File: config.mk
export PLATFORM = sky130hd
export DESIGN_NAME = divider
export DESIGN_NICKNAME = d
export VERILOG_FILES = /design/src/rtl/divider.sv
export SDC_FILE = /design/constraint.sdc
export NUM_CORES = 1
export LEC_CHECK = 0
export BUFFER_PORTS_ARGS = -buffer_cell sky130_fd_sc_hd__clkbuf_2
export CORE_ASPECT_RATIO = 0.7
export CORE_MARGIN = 8
export CORE_UTILIZATION = 51
export DETAILED_ROUTE_END_ITERATION = 8
export GPL_TIMING_DRIVEN = 0
export PLACE_DENSITY_LB_ADDON = 0.2
export SYNTH_ARGS = -nofsm -noshare
export SYNTH_HDL_FRONTEND = slang
export SYNTH_SLANG_ARGS = --single-unit
File: constraint.sdc
create_clock -name clk_i -period 3.3 [get_ports clk_i]
set_clock_uncertainty 0.05 [all_clocks]
set_input_delay 0.825 -clock clk_i [delete_from_list [all_inputs] [get_ports clk_i]]
set_output_delay 0.825 -clock clk_i [all_outputs]
set_load 0.01 [all_outputs]
File: src/rtl/divider.sv
// Sequential signed restoring divider: one quotient bit per clock, fixed latency.
// Quotient truncates toward zero; remainder takes the dividend's sign.
module divider #(
  parameter int unsigned WIDTH = 8
) (
  input  logic             clk_i,
  input  logic             rst_i,
  input  logic             start_i,
  input  logic [WIDTH-1:0] dividend_i,
  input  logic [WIDTH-1:0] divisor_i,
  output logic [WIDTH-1:0] quotient_o,
  output logic [WIDTH-1:0] remainder_o,
  output logic             done_o,
  output logic             busy_o,
  output logic             dbz_o,
  output logic             ovf_o
);

  localparam int unsigned CntW = (WIDTH > 2) ? $clog2(WIDTH) : 1;
  localparam logic [CntW-1:0] LastCnt = CntW'(WIDTH - 1);
  localparam logic [WIDTH-1:0] MinVal = {1'b1, {(WIDTH-1){1'b0}}};

  typedef enum logic [1:0] {StIdle, StPrep, StIter, StFix} state_e;

  state_e           state_q, state_d;
  logic [WIDTH-1:0] dividend_q, divisor_q;
  logic             neg_n_q, neg_d_q;
  logic [WIDTH-1:0] mag_d_q;
  logic [WIDTH-1:0] quo_q;
  logic [WIDTH:0]   rem_q;
  logic [CntW-1:0]  cnt_q;
  logic [WIDTH-1:0] quotient_q, remainder_q;
  logic             done_q, dbz_q, ovf_q;

  logic [WIDTH:0]   rem_sh;
  logic [WIDTH:0]   trial;
  logic             is_dbz, is_ovf;

  // Next-state logic.
  always_comb begin
    state_d = state_q;
    unique case (state_q)
      StIdle: if (start_i) state_d = StPrep;
      StPrep: state_d = StIter;
      StIter: if (cnt_q == LastCnt) state_d = StFix;
      StFix:  state_d = StIdle;
    endcase
  end

  // One restoring step: shift {R,Q} left, trial-subtract |D|; plus special-case decode.
  always_comb begin
    rem_sh = {rem_q[WIDTH-1:0], quo_q[WIDTH-1]};
    trial  = rem_sh - {1'b0, mag_d_q};
    is_dbz = (divisor_q == '0);
    is_ovf = (dividend_q == MinVal) && (divisor_q == '1);
  end

  // State register.
  always_ff @(posedge clk_i or posedge rst_i) begin
    if (rst_i) state_q <= StIdle;
    else       state_q <= state_d;
  end

  // Datapath and registered result outputs.
  always_ff @(posedge clk_i or posedge rst_i) begin
    if (rst_i) begin
      dividend_q  <= '0;
      divisor_q   <= '0;
      neg_n_q     <= 1'b0;
      neg_d_q     <= 1'b0;
      mag_d_q     <= '0;
      quo_q       <= '0;
      rem_q       <= '0;
      cnt_q       <= '0;
      quotient_q  <= '0;
      remainder_q <= '0;
      done_q      <= 1'b0;
      dbz_q       <= 1'b0;
      ovf_q       <= 1'b0;
    end else begin
      done_q <= (state_q == StFix);
      unique case (state_q)
        StIdle: begin
          if (start_i) begin
            dividend_q <= dividend_i;
            divisor_q  <= divisor_i;
            neg_n_q    <= dividend_i[WIDTH-1];
            neg_d_q    <= divisor_i[WIDTH-1];
          end
        end
        StPrep: begin
          // Negating the most negative value yields itself, i.e. 2^(WIDTH-1) unsigned.
          quo_q   <= neg_n_q ? -dividend_q : dividend_q;
          mag_d_q <= neg_d_q ? -divisor_q : divisor_q;
          rem_q   <= '0;
          cnt_q   <= '0;
        end
        StIter: begin
          if (!trial[WIDTH]) begin
            rem_q <= trial;
            quo_q <= {quo_q[WIDTH-2:0], 1'b1};
          end else begin
            rem_q <= rem_sh;
            quo_q <= {quo_q[WIDTH-2:0], 1'b0};
          end
          cnt_q <= cnt_q + 1'b1;
        end
        StFix: begin
          if (is_dbz) begin
            quotient_q  <= '1;
            remainder_q <= dividend_q;
            dbz_q       <= 1'b1;
            ovf_q       <= 1'b0;
          end else if (is_ovf) begin
            quotient_q  <= MinVal;
            remainder_q <= '0;
            dbz_q       <= 1'b0;
            ovf_q       <= 1'b1;
          end else begin
            quotient_q  <= (neg_n_q ^ neg_d_q) ? -quo_q : quo_q;
            remainder_q <= neg_n_q ? -rem_q[WIDTH-1:0] : rem_q[WIDTH-1:0];
            dbz_q       <= 1'b0;
            ovf_q       <= 1'b0;
          end
        end
      endcase
    end
  end

  assign quotient_o  = quotient_q;
  assign remainder_o = remainder_q;
  assign done_o      = done_q;
  assign busy_o      = (state_q != StIdle);
  assign dbz_o       = dbz_q;
  assign ovf_o       = ovf_q;

endmodule

==> results of run 1 <==
sequential cells by signal, summed over array words and instances (netlist names):
register	cells
divisor_q	8
state_q	2
mag_d_q	8
ovf_o	1
rem_q	8
quo_q	8
cnt_q	3
quotient_o	8
dividend_q	8
remainder_o	8
done_o	1
dbz_o	1
critical path: cells and delay by family, from the launching register on:
| kind | cells | cell delay, ps |
|---|---|---|
| AND/OR/NAND/NOR | 1 | 220 |
| buffers and inverters | 2 | 260 |
| AO/OA/AOI/OAI | 3 | 910 |
| adder cells (fa/ha/maj) | 2 | 600 |
| multiplexers | 2 | 240 |
| flip-flops | 1 | 410 |
cell families after synthesis:
group,after synthesis
simple gates,91
fa+ha+maj,21
buf+inv,46
mux,33
flops,64
compound gates,80
xor+xnor,28
through the flow:
step	cells	util [%]	hold slack, ps	power, uW	worst slack, ps
6_report	511	60.9	429	4310	501
3_3_place_gp	495	57.8	416	3560	64.3
4_1_cts	511	60.9	433	4310	496
2_1_floorplan	363	-	426	3020	766
3_5_place_dp	496	58.1	417	3630	524
5_1_grt	511	60.9	466	4680	364
where the power goes:
group	internal, uW	switching, uW
combinational	959	1220
clock	365	296
sequential	1120	351
area by class of cell:
class / count / area, sq um / area share (%)
sequential: 64 / 1600 / 38.4
buffer: 15 / 68.8 / 1.65
inverter: 31 / 116 / 2.79
clock inverter: 3 / 42.5 / 1.02
multi-input combinational: 253 / 1870 / 44.8
clock buffer: 12 / 145 / 3.48
timing repair buffer: 39 / 210 / 5.04
tap: 94 / 118 / 2.82
routing by layer:
metal | up-vias | GRT usage, % | wire length (um)
li1 | 1375 | - | -
met1 | 1357 | 26.9 | 4360
met2 | 96 | 25.2 | 3500
met3 | 10 | 6.59 | 745
met4 | 0 | 3.36 | 93
met5 | - | 0 | 0
layout by cell type (no fill, tap or decap), types with 5 or more instances in the layout:
| master | Yosys | layout |
|---|---|---|
| sky130_fd_sc_hd__dfrtp_1 | 64 | 64 |
| sky130_fd_sc_hd__o31ai_1 | 8 | 8 |
| sky130_fd_sc_hd__nor2_1 | 29 | 29 |
| sky130_fd_sc_hd__inv_1 | 31 | 30 |
| sky130_fd_sc_hd__a221o_1 | 8 | 8 |
| sky130_fd_sc_hd__mux2i_1 | 11 | 11 |
| sky130_fd_sc_hd__a21oi_1 | 26 | 26 |
| sky130_fd_sc_hd__o21ai_0 | 12 | 12 |
| sky130_fd_sc_hd__clkbuf_1 | 10 | 12 |
| sky130_fd_sc_hd__nand3_1 | 5 | 5 |
| sky130_fd_sc_hd__mux2_2 | 22 | 22 |
| sky130_fd_sc_hd__clkbuf_8 | 0 | 10 |
| sky130_fd_sc_hd__xnor2_1 | 15 | 15 |
| sky130_fd_sc_hd__and2_1 | 5 | 5 |
| sky130_fd_sc_hd__ha_1 | 20 | 20 |
| sky130_fd_sc_hd__nor3_1 | 8 | 8 |
| sky130_fd_sc_hd__nand2_1 | 23 | 23 |
| sky130_fd_sc_hd__xor2_1 | 13 | 13 |
| sky130_fd_sc_hd__clkbuf_2 | 0 | 38 |
final timing paths:
kind | start | to | slack [ps] | depth (start not counted)
min in group asynchronous | rst_i | rem_q[7] | 520 | 2
hold reg to reg | dbz_o | dbz_o | 430 | 1
max in group asynchronous | rst_i | remainder_o[0] | 2060 | 3
setup / recovery | quo_q[7] | rem_q[0] | 500 | 10
hold / removal | dbz_o | dbz_o | 430 | 1
setup reg to reg | quo_q[7] | rem_q[0] | 500 | 10
==> out/summary.log, run 1 <==
qor: outcome.status finished clean
qor: routing.viasPerCell 5.55
qor: synthesis.synth_compound_area_share 15.1%
qor: place.dp_hpwl 6.62 mm
qor: worst_setup_path.required 3480 ps
qor: global_routing.groute.usage.overall 18.4%
qor: floorplan.dieArea 10,200 sq um
qor: finish.final.fill_count 606
qor: synthesis.postSynthCellCount 363
qor: worst_setup_path.worstPathArrival 2980 ps
qor: floorplan.floorplan.io_pins 39
qor: timing.setup_viol_count_final 0
qor: floorplan.num_rows 25
qor: timing.timing.slew.headroom 51.5%
qor: synthesis.ys_warn_count 0
qor: hold_path.worstHoldPathType register to register
qor: floorplan.die_height 86.8 um
qor: clocking.post_cts_resize_count 0
qor: timing.final_min_period_over_clock_period 84.8%
qor: clocking.clk_pin_slew_worst_paths 70 ps
qor: timing.grt_setup_unrepaired false
qor: clocking.number_of_buffers_added_by_the_clock_tree_synthesis_step 9
qor: routing.vias 2,838
qor: worst_setup_path.path_common_cell sky130_fd_sc_hd__mux2i_1
qor: routing.routedWlPerCell 17.0 um
qor: finish.final_net_count 453
qor: clocking.cts.repair_timing.setup_buffer_count 0
qor: place.gp_congestion 0.819
qor: synthesis.netlist.top_cell.by_area sky130_fd_sc_hd__dfrtp_1
qor: routing.number_of_drc_markers_after_the_initial_detailed_route_iteration 164
qor: synthesis.seq_area_frac_synth 43.8%
qor: synthesis.synth.cells.most_frequent sky130_fd_sc_hd__dfrtp_1, sky130_fd_sc_hd__inv_1, sky130_fd_sc_hd__nor2_1, sky130_fd_sc_hd__a21oi_1, sky130_fd_sc_hd__nand2_1
qor: pwr.power.density 1030 nW/um^2
qor: synthesis.synthMostInstantiatedCell sky130_fd_sc_hd__dfrtp_1
qor: finish.insertedDiodeCount 0
qor: global_routing.first_global_vias 2,844
qor: timing.min_period 2800 ps
qor: finish.area_growth_syn_to_layout 14.1%
qor: floorplan.initial_core_util 53.3%
qor: clocking.insertion_delay 340 ps
qor: global_routing.wire_length_of_the_first_global_routing_pass 14.5 mm
qor: clocking.clk_path_buf_depth 2
qor: place.portBuffers 38
qor: synthesis.synth-xor-area-share 6.71%
qor: synthesis.synthTopCellsByArea sky130_fd_sc_hd__dfrtp_1, sky130_fd_sc_hd__ha_1, sky130_fd_sc_hd__mux2_2
qor: routing.final_antenna_net_count 0
qor: synthesis.ys_types 51
qor: worst_setup_path.critical_path_sink_type register
qor: timing.max_freq 357 MHz
qor: floorplan.dieWidth 117 um
qor: timing.final_hold_viol_count 0
qor: synthesis.count_of_flip_flops_with_a_built_in_enable_after_synthesis 0
qor: synthesis.postSynth.asyncResetShare 100%
qor: synthesis.mappedNetlistArea 3650 sq um
qor: run.timing.max_cap.violations 0
qor: clocking.cts.root.buffer_cell sky130_fd_sc_hd__clkbuf_8
qor: routing.firstDrtPassIters 7
qor: timing.sum_of_negative_setup_slack 0 ps
qor: synthesis.ys.flop_type sky130_fd_sc_hd__dfrtp_1
qor: clocking.clock_tree_from_tritoncts yes
qor: pwr.static-leakage-power 0.00195 uW
qor: pwr.ir_drop 0.000492 V
qor: place.placement.cell_area 3980 sq um
qor: synthesis.post_synth.cell_area_avg 10.1 sq um
qor: global_routing.pin_count_of_the_biggest_net_entering_global_routing 34
qor: routing.detail_route.wirelength 8.70 mm
qor: timing.report.final.slew_viol_count 0
qor: worst_setup_path.timing.critical_path.slowest_cell_delay 450 ps
qor: worst_setup_path.crit_path_start_kind register
qor: clocking.clock_tree.htree_level_count 3
qor: timing.worst_pin_slew 722 ps
qor: finish.layout-drive-gt1-share 20.4%
qor: synthesis.synth_adder_area_share 7.40%
qor: floorplan.core-area 6850 sq um
qor: finish.final_cell_area 4170 sq um
qor: synthesis.synth_top_area_share 43.8%
qor: global_routing.grt_antenna_before_repair 0
qor: synthesis.main_combinational_cell_family_by_area_after_synthesis compound AO/OA/AOI/OAI gates
qor: synthesis.area_share_of_and_or_nand_nor_cells_after_synthesis 12.1%
qor: synthesis.multiplexer_share_of_the_synthesized_area 9.79%
qor: synthesis.syn_nets 403
qor: global_routing.final_global_route_overflow_total 0
qor: worst_setup_path.top_fanout_value_on_the_critical_path 10
qor: clocking.tritoncts_num_sinks 64
qor: clocking.cts.hold.buffers_added 0
qor: worst_setup_path.setup.worst_path.class register to register
qor: routing.drc_errors 0
qor: synthesis.flop_and_latch_count_out_of_synthesis 64
qor: worst_setup_path.crit_chain inv_1 > ha_1 > fa_1 > nand2b_1 > a211oi_2 > mux2i_1 > a2111o_1 > buf_6 > mux2i_1 > a22o_2
qor: worst_setup_path.cpMaxStageDelayCell sky130_fd_sc_hd__a2111o_1
No activity file was read; power rests on OpenSTA's default activity.
==> inputs of run 2 (changes only) <==
--- a/config.mk
+++ b/config.mk
@@ -5,6 +5,7 @@
 export SDC_FILE = /design/constraint.sdc
 export NUM_CORES = 1
 export LEC_CHECK = 0
+export ABC_AREA = 1
 export BUFFER_PORTS_ARGS = -buffer_cell sky130_fd_sc_hd__clkbuf_2
 export CORE_ASPECT_RATIO = 0.7
 export CORE_MARGIN = 8
==> constraint.sdc (replaced) <==
create_clock -name clk_i -period 2.3 [get_ports clk_i]
set_clock_uncertainty 0.05 [all_clocks]
set_input_delay 0.575 -clock clk_i [delete_from_list [all_inputs] [get_ports clk_i]]
set_output_delay 0.575 -clock clk_i [all_outputs]
set_load 0.01 [all_outputs]
==> run 2 against run 1 <==
  * Register-to-register slack got worse by 280 ps
  * Wire length increased by 8.1%
  * Sequential power increased by 35%
  * Highest routed layer unchanged
  * Worst hold slack worse by 260 ps
  * Largest power group unchanged
  * Synthesized cell count increased by 39%
  * Combinational power is 99% higher
  * Count of clock-buffer cells in the layout shrank 2
  * Global-route usage up 0.53 points
  * Area after synthesis increased by 6.9%
  * Sequential cell count unchanged
  * Worst setup slack got worse by 280 ps
  * Total power rose by 71%
==> out/summary.log, run 2 <==
qor: outcome.status finished clean [unchanged]
qor: synthesis.synthTopCellsByArea sky130_fd_sc_hd__dfrtp_1, sky130_fd_sc_hd__nand2_1, sky130_fd_sc_hd__ha_1 [was sky130_fd_sc_hd__dfrtp_1, sky130_fd_sc_hd__ha_1, sky130_fd_sc_hd__mux2_2]
qor: floorplan.die_height 89.2 um [was 86.8 um]
qor: synthesis.netlist.top_cell.by_area sky130_fd_sc_hd__dfrtp_1 [unchanged]
qor: synthesis.mappedNetlistArea 3900 sq um [was 3650 sq um]
qor: clocking.cts.hold.buffers_added 0 [unchanged]
qor: timing.sum_of_negative_setup_slack 0 ps [unchanged]
qor: synthesis.ys.flop_type sky130_fd_sc_hd__dfrtp_1 [unchanged]
qor: global_routing.groute.usage.overall 18.9% [was 18.4%]
qor: synthesis.syn_nets 543 [was 403]
qor: timing.grt_setup_unrepaired false [unchanged]
qor: pwr.static-leakage-power 0.00235 uW [was 0.00195 uW]
qor: synthesis.post_synth.cell_area_avg 7.76 sq um [was 10.1 sq um]
qor: finish.final.fill_count 693 [was 606]
qor: clocking.post_cts_resize_count 0 [unchanged]
qor: global_routing.pin_count_of_the_biggest_net_entering_global_routing 43 [was 34]
qor: hold_path.worstHoldPathType primary input to asynchronous set/reset pin [was register to register]
qor: synthesis.synth-xor-area-share 4.74% [was 6.71%]
qor: global_routing.final_global_route_overflow_total 0 [unchanged]
qor: timing.fin_hold_ws 174 ps [was 429 ps]
qor: clocking.tritoncts_num_sinks 64 [unchanged]
qor: routing.firstDrtPassIters 5 [was 7]
qor: finish.most_common_library_cell_in_the_layout_ignoring_fill_and_taps sky130_fd_sc_hd__nand2_1 [was sky130_fd_sc_hd__dfrtp_1]
qor: clocking.cts.root.buffer_cell sky130_fd_sc_hd__clkbuf_8 [unchanged]
qor: worst_setup_path.timing.critical_path.slowest_cell_delay 410 ps [was 450 ps]
qor: routing.number_of_drc_markers_after_the_initial_detailed_route_iteration 329 [was 164]
qor: place.placement.cell_area 4240 sq um [was 3980 sq um]
qor: worst_setup_path.crit_chain inv_1 > ha_1 > fa_1 > inv_1 > nand2_1 > nand2_1 > nand3_4 > nand2_4 > nand2_8 > nand2_8 > nand2_1 > nand3_1 > nand2_1 [was inv_1 > ha_1 > fa_1 > nand2b_1 > a211oi_2 > mux2i_1 > a2111o_1 > buf_6 > mux2i_1 > a22o_2]
qor: place.gp_congestion 0.894 [was 0.819]
qor: floorplan.dieWidth 121 um [was 117 um]
qor: routing.detail_route.wirelength 9.41 mm [was 8.70 mm]
qor: run.timing.max_cap.violations 0 [unchanged]
qor: timing.final_hold_viol_count 0 [unchanged]
qor: synthesis.synth.cells.most_frequent sky130_fd_sc_hd__nand2_1, sky130_fd_sc_hd__dfrtp_1, sky130_fd_sc_hd__inv_1, sky130_fd_sc_hd__nand3_1, sky130_fd_sc_hd__nor2_1 [was sky130_fd_sc_hd__dfrtp_1, sky130_fd_sc_hd__inv_1, sky130_fd_sc_hd__nor2_1, sky130_fd_sc_hd__a21oi_1, sky130_fd_sc_hd__nand2_1]
qor: synthesis.postSynthCellCount 503 [was 363]
qor: global_routing.first_global_vias 3,224 [was 2,844]
qor: floorplan.dieArea 10,800 sq um [was 10,200 sq um]
qor: synthesis.ys_types 41 [was 51]
qor: finish.final_cell_area 4460 sq um [was 4170 sq um]
qor: worst_setup_path.path_common_cell sky130_fd_sc_hd__nand2_1 [was sky130_fd_sc_hd__mux2i_1]
qor: floorplan.num_rows 26 [was 25]
qor: finish.layout-drive-gt1-share 14.9% [was 20.4%]
qor: finish.area_growth_syn_to_layout 14.1% [about the same]
qor: synthesis.seq_area_frac_synth 41.0% [was 43.8%]
qor: worst_setup_path.cpMaxStageDelayCell sky130_fd_sc_hd__fa_1 [was sky130_fd_sc_hd__a2111o_1]
qor: pwr.power.density 1660 nW/um^2 [was 1030 nW/um^2]
qor: synthesis.count_of_flip_flops_with_a_built_in_enable_after_synthesis 0 [unchanged]
qor: worst_setup_path.crit_path_start_kind register [unchanged]
qor: synthesis.synth_top_area_share 41.0% [was 43.8%]
qor: timing.max_freq 481 MHz [was 357 MHz]
qor: routing.vias 3,383 [was 2,838]
qor: finish.insertedDiodeCount 0 [unchanged]
qor: synthesis.ys_warn_count 0 [unchanged]
qor: pwr.power.total 7390 uW [was 4310 uW]
qor: finish.mostFrequentLayoutCells sky130_fd_sc_hd__nand2_1, sky130_fd_sc_hd__dfrtp_1, sky130_fd_sc_hd__inv_1, sky130_fd_sc_hd__nand3_1, sky130_fd_sc_hd__clkbuf_2 [was sky130_fd_sc_hd__dfrtp_1, sky130_fd_sc_hd__clkbuf_2, sky130_fd_sc_hd__inv_1, sky130_fd_sc_hd__nor2_1, sky130_fd_sc_hd__a21oi_1]
qor: routing.viasPerCell 5.16 [was 5.55]
qor: synthesis.multiplexer_share_of_the_synthesized_area 0% [was 9.79%]
qor: clocking.clock_tree.htree_level_count 3 [unchanged]
qor: clocking.clock_tree_from_tritoncts yes [unchanged]
qor: floorplan.core-area 7350 sq um [was 6850 sq um]
qor: synthesis.area_share_of_and_or_nand_nor_cells_after_synthesis 28.3% [was 12.1%]
qor: timing.timing.slew.headroom 67.0% [was 51.5%]
qor: worst_setup_path.setup.worst_path.class register to register [unchanged]
qor: finish.final_net_count 593 [was 453]
qor: synthesis.synthMostInstantiatedCell sky130_fd_sc_hd__nand2_1 [was sky130_fd_sc_hd__dfrtp_1]
qor: timing.worst_pin_slew 494 ps [was 722 ps]
qor: global_routing.wire_length_of_the_first_global_routing_pass 15.8 mm [was 14.5 mm]
qor: global_routing.grt_antenna_before_repair 0 [unchanged]
qor: worst_setup_path.top_fanout_value_on_the_critical_path 9 [was 10]
qor: routing.drc_errors 0 [unchanged]
qor: pwr.ir_drop 0.000566 V [was 0.000492 V]
qor: clocking.cts.repair_timing.setup_buffer_count 0 [unchanged]
qor: synthesis.synth_adder_area_share 6.92% [was 7.40%]
qor: synthesis.flop_and_latch_count_out_of_synthesis 64 [unchanged]
qor: routing.routedWlPerCell 14.4 um [was 17.0 um]
qor: synthesis.synth_compound_area_share 10.6% [was 15.1%]
qor: clocking.insertion_delay 350 ps [was 340 ps]
qor: clocking.number_of_buffers_added_by_the_clock_tree_synthesis_step 9 [unchanged]
qor: place.portBuffers 38 [unchanged]
qor: timing.min_period 2080 ps [was 2800 ps]
qor: finish.final_util 60.6% [was 60.9%]
qor: synthesis.postSynth.asyncResetShare 100% [unchanged]
qor: timing.final_min_period_over_clock_period 90.3% [was 84.8%]
qor: timing.report.final.slew_viol_count 0 [unchanged]
qor: clocking.clk_pin_slew_worst_paths 80 ps [was 70 ps]
qor: routing.final_antenna_net_count 0 [unchanged]
qor: floorplan.initial_core_util 53.1% [was 53.3%]
qor: worst_setup_path.required 2480 ps [was 3480 ps]
qor: floorplan.floorplan.io_pins 39 [unchanged]
qor: synthesis.main_combinational_cell_family_by_area_after_synthesis simple AND/OR/NAND/NOR gates [was compound AO/OA/AOI/OAI gates]
qor: worst_setup_path.critical_path_sink_type register [unchanged]
qor: worst_setup_path.worstPathArrival 2260 ps [was 2980 ps]
qor: clocking.clk_path_buf_depth 2 [unchanged]
qor: place.dp_hpwl 7.45 mm [was 6.62 mm]
qor: timing.setup_viol_count_final 0 [unchanged]
-- run 2: report_power, final --
group	total (uW)	internal [uW]	switching [uW]
registers	1980	1620	363
clock network	1080	633	442
logic	4330	1540	2790
total	7390	3790	3600
-- run 2: kinds of logic (layout without fill, tap and decap cells) --
kind of cell / after synthesis / in the layout
adders and majority gates: 21 / 21
DFF: 64 / 64
AOI/OAI and AO/OA: 74 / 74
xor gates and xnor gates: 19 / 19
and+or+nand+nor: 242 / 242
buffers and inverters: 83 / 137
-- run 2: final timing paths --
kind / from / end / slack [ps] / depth (start not counted)
max in group asynchronous: rst_i / rem_q[6] / 1430 / 3
setup / recovery: quo_q[7] / rem_q[5] / 220 / 13
setup reg to reg: quo_q[7] / rem_q[5] / 220 / 13
hold reg to reg: dbz_o / dbz_o / 440 / 2
min in group clk_i: divisor_i[7] / divisor_q[7] / 410 / 3
hold / removal: rst_i / dividend_q[7] / 170 / 2
-- run 2: area by class of cell --
cell class,instances,area [sq um],share of cell area (%)
multi-input combinational,356,1970,44.3
clock inverter,5,81.3,1.82
tap,98,123,2.75
clock buffer,10,138,3.09
inverter,71,270,6.06
buffer,12,60.1,1.35
timing repair buffer,39,210,4.72
sequential,64,1600,35.9
-- run 2: metal layers --
layer,track usage (%),part of all wire [%],up-vias
met5,0,0,-
met4,4.06,0.89,0
met3,5.74,7.4,8
li1,-,-,1715
met2,27.7,41,103
met1,26.8,51,1557
-- run 2: metrics by stage --
| step | std cells | setup slack [ps] |
|---|---|---|
| finish | 655 | 223 |
| global route | 655 | 69.2 |
| detailed placement | 640 | 204 |
| floorplan | 503 | 76.9 |
| CTS | 655 | 198 |
| global placement | 639 | -745 |
-- run 2: worst max-delay path, delay by kind of cell, from the launching register on --
kind	cells	cell delay, ps
buffers and inverters	2	170
adder cells (fa/ha/maj)	2	630
AND/OR/NAND/NOR	9	790
flip-flops	1	340
==> inputs of run 3 (changes only) <==
--- a/config.mk
+++ b/config.mk
@@ -10,9 +10,11 @@
 export CORE_ASPECT_RATIO = 0.7
 export CORE_MARGIN = 8
 export CORE_UTILIZATION = 51
+export CTS_CLUSTER_DIAMETER = 30
 export DETAILED_ROUTE_END_ITERATION = 8
 export GPL_TIMING_DRIVEN = 0
 export PLACE_DENSITY_LB_ADDON = 0.2
+export SLEW_MARGIN = 5
 export SYNTH_ARGS = -nofsm -noshare
 export SYNTH_HDL_FRONTEND = slang
 export SYNTH_SLANG_ARGS = --single-unit
==> constraint.sdc (replaced) <==
create_clock -name clk_i -period 2.4 [get_ports clk_i]
set_clock_uncertainty 0.05 [all_clocks]
set_input_delay 0.6 -clock clk_i [delete_from_list [all_inputs] [get_ports clk_i]]
set_output_delay 0.6 -clock clk_i [all_outputs]
set_load 0.01 [all_outputs]
==> run 3 against run 2 <==
  * Sequential cell count stayed put
  * Cell area is 0.39% lower
  * Wire length is 0.68% higher
  * Worst hold slack better by 150 ps
  * Critical endpoint unchanged
  * Largest cell class unchanged
  * Largest power group unchanged
==> out/summary.log, run 3 (synthesized netlist as in run 2, its figures left out) <==
qor: timing.final_hold_viol_count 0 [unchanged]
qor: global_routing.final_global_route_overflow_total 0 [unchanged]
qor: floorplan.core-area 7350 sq um [unchanged]
qor: finish.mostFrequentLayoutCells sky130_fd_sc_hd__nand2_1, sky130_fd_sc_hd__dfrtp_1, sky130_fd_sc_hd__inv_1, sky130_fd_sc_hd__nand3_1, sky130_fd_sc_hd__clkbuf_2 [unchanged]
qor: timing.fin_hold_ws 327 ps [was 174 ps]
qor: pwr.pwr-share-comb 58.7% [was 58.6%]
qor: clocking.clock_tree.htree_level_count 3 [unchanged]
qor: floorplan.die_height 89.2 um [unchanged]
qor: finish.final_util 60.4% [was 60.6%]
qor: global_routing.groute.usage.overall 18.9% [about the same]
qor: floorplan.floorplan.io_pins 39 [unchanged]
qor: place.place_worst_setup_slack 303 ps [was 204 ps]
qor: finish.insertedDiodeCount 0 [unchanged]
qor: timing.layout_setup_ws 321 ps [was 223 ps]
qor: place.gp_congestion 0.894 [unchanged]
qor: finish.final.fill_count 688 [was 693]
qor: floorplan.dieWidth 121 um [unchanged]
qor: worst_setup_path.top_fanout_value_on_the_critical_path 9 [unchanged]
qor: routing.drc_errors 0 [unchanged]
qor: pwr.power_switching 3460 uW [was 3600 uW]
qor: routing.routedWlPerCell 14.5 um [was 14.4 um]
qor: pwr.share_seq_of_total_power 26.7% [was 26.8%]
qor: global_routing.grt_antenna_before_repair 0 [unchanged]
qor: floorplan.dieArea 10,800 sq um [unchanged]
qor: routing.firstDrtPassIters 5 [unchanged]
qor: global_routing.wire_length_of_the_first_global_routing_pass 15.8 mm [about the same]
qor: timing.setup_viol_count_final 0 [unchanged]
qor: clocking.number_of_buffers_added_by_the_clock_tree_synthesis_step 9 [unchanged]
qor: worst_setup_path.worst_r2r_path_depth 13 [unchanged]
qor: finish.area_growth_syn_to_layout 13.7% [was 14.1%]
qor: global_routing.pin_count_of_the_biggest_net_entering_global_routing 65 [was 43]
qor: global_routing.first_global_vias 3,231 [was 3,224]
qor: timing.timing.slew.headroom 46.9% [was 67.0%]
qor: pwr.static-leakage-power 0.00235 uW [about the same]
qor: routing.vias 3,389 [was 3,383]
qor: floorplan.initial_core_util 53.1% [unchanged]
qor: clocking.clock_tree_from_tritoncts yes [unchanged]
qor: clocking.insertion_delay 350 ps [about the same]
qor: run.timing.max_cap.violations 0 [unchanged]
qor: routing.viasPerCell 5.18 [was 5.16]
qor: routing.detail_route.wirelength 9.47 mm [was 9.41 mm]
qor: pwr.power.density 1600 nW/um^2 [was 1660 nW/um^2]
qor: routing.number_of_drc_markers_after_the_initial_detailed_route_iteration 359 [was 329]
qor: clocking.cts.hold.buffers_added 0 [unchanged]
qor: timing.max_freq 481 MHz [about the same]
qor: worst_setup_path.crit_path_start_kind register [unchanged]
qor: pwr.pwr-share-clk 14.5% [was 14.6%]
qor: finish.final_net_count 592 [was 593]
qor: hold_path.worstHoldPathType primary input to asynchronous set/reset pin [unchanged]
qor: clocking.cts.root.buffer_cell sky130_fd_sc_hd__clkbuf_8 [unchanged]
qor: place.dp_hpwl 7.39 mm [was 7.45 mm]
qor: pwr.cell_internal_pwr 3630 uW [was 3790 uW]
qor: timing.final_min_period_over_clock_period 86.6% [was 90.3%]
qor: worst_setup_path.worstPathArrival 2250 ps [was 2260 ps]
qor: timing.report.final.slew_viol_count 0 [unchanged]
qor: clocking.post_cts_resize_count 0 [unchanged]
qor: clocking.clk_path_buf_depth 2 [unchanged]
qor: worst_setup_path.reg2reg_to rem_q[5] [unchanged]
qor: worst_setup_path.critical_path_sink_type register [unchanged]
qor: clocking.tritoncts_num_sinks 64 [unchanged]
qor: worst_setup_path.required 2570 ps [was 2480 ps]
qor: pwr.netSwitchingFraction 48.8% [was 48.7%]
qor: timing.min_period 2080 ps [about the same]
qor: timing.worst_pin_slew 797 ps [was 494 ps]
qor: finish.layout-drive-gt1-share 14.7% [was 14.9%]
qor: timing.grt_setup_unrepaired false [unchanged]
qor: worst_setup_path.timing.rr.start quo_q[7] [unchanged]
qor: routing.final_antenna_net_count 0 [unchanged]
qor: worst_setup_path.setup.worst_path.class register to register [unchanged]
qor: floorplan.num_rows 26 [unchanged]
qor: clocking.cts.repair_timing.setup_buffer_count 0 [unchanged]
qor: finish.most_common_library_cell_in_the_layout_ignoring_fill_and_taps sky130_fd_sc_hd__nand2_1 [unchanged]
qor: clocking.clk_pin_slew_worst_paths 70 ps [was 80 ps]
qor: pwr.ir_drop 0.000610 V [was 0.000566 V]
qor: place.portBuffers 38 [unchanged]
qor: outcome.status finished clean [unchanged]
qor: worst_setup_path.timing.reg2reg.setup_slack 320 ps [was 220 ps]
run 3: changes by cell type in the layout (fill, tap and decap cells not counted):
cell,change
sky130_fd_sc_hd__buf_12,-1
sky130_fd_sc_hd__inv_4,+1
sky130_fd_sc_hd__inv_2,-1
run 3: worst max-delay path by stage:
stage	start	to	slack (ps)	cells past startpoint
6_report	quo_q[7]	rem_q[5]	320	13
5_1_grt	quo_q[7]	rem_q[3]	160	13
4_1_cts	quo_q[7]	rem_q[5]	310	13
3_5_place_dp	quo_q[7]	rem_q[6]	300	13
3_3_place_gp	rst_i	quotient_o[4]	-670	2
2_1_floorplan	rst_i	cnt_q[0]	150	1
run 3: layout make-up:
cell class | instances | area, sq um | area share, %
multi-input cells | 356 | 1970 | 44.4
flip-flops and latches | 64 | 1600 | 36.1
inverters | 71 | 273 | 6.14
repair buffers | 38 | 190 | 4.28
clock buffers | 10 | 138 | 3.10
well taps | 98 | 123 | 2.76
clock inverters | 5 | 81.3 | 1.83
plain buffers | 12 | 60.1 | 1.35
run 3: power groups by stage:
stage,Clock (uW),Sequential [uW],Combinational [uW]
floorplan,0,1870,3160
global placement,0,1890,4030
detailed placement,0,1910,4130
CTS,1050,1890,4150
global route,1110,1960,4740
finish,1030,1900,4160
run 3: worst max-delay path, cell delays in order, from the launching register on:
cell                      delay (ps)
sky130_fd_sc_hd__dfrtp_1         340
sky130_fd_sc_hd__inv_1            90
sky130_fd_sc_hd__ha_1            220
sky130_fd_sc_hd__fa_1            410
sky130_fd_sc_hd__inv_1            70
sky130_fd_sc_hd__nand2_1          40
sky130_fd_sc_hd__nand2_1         140
sky130_fd_sc_hd__nand3_4         120
sky130_fd_sc_hd__nand2_4         120
sky130_fd_sc_hd__nand2_8          80
sky130_fd_sc_hd__nand2_8          90
sky130_fd_sc_hd__nand2_1          60
sky130_fd_sc_hd__nand3_1          70
sky130_fd_sc_hd__nand2_1          70
run 3: per-layer routing:
layer	track usage, %	up-vias	wire (um)
met1	27.6	1564	4910
li1	-	1714	-
met2	26.6	102	3710
met5	0	-	0
met4	4.85	0	87
met3	5.43	9	762
run 3: through the flow:
step	power [uW]	std cells	setup TNS [ps]	instance area, sq um
final	7090	654	0	4440
after global routing	7800	654	0	4440
after detailed placement	6040	639	0	4220
after CTS	7090	654	0	4440
after global placement	5930	639	-42700	4220
after floorplan	5030	503	0	3910
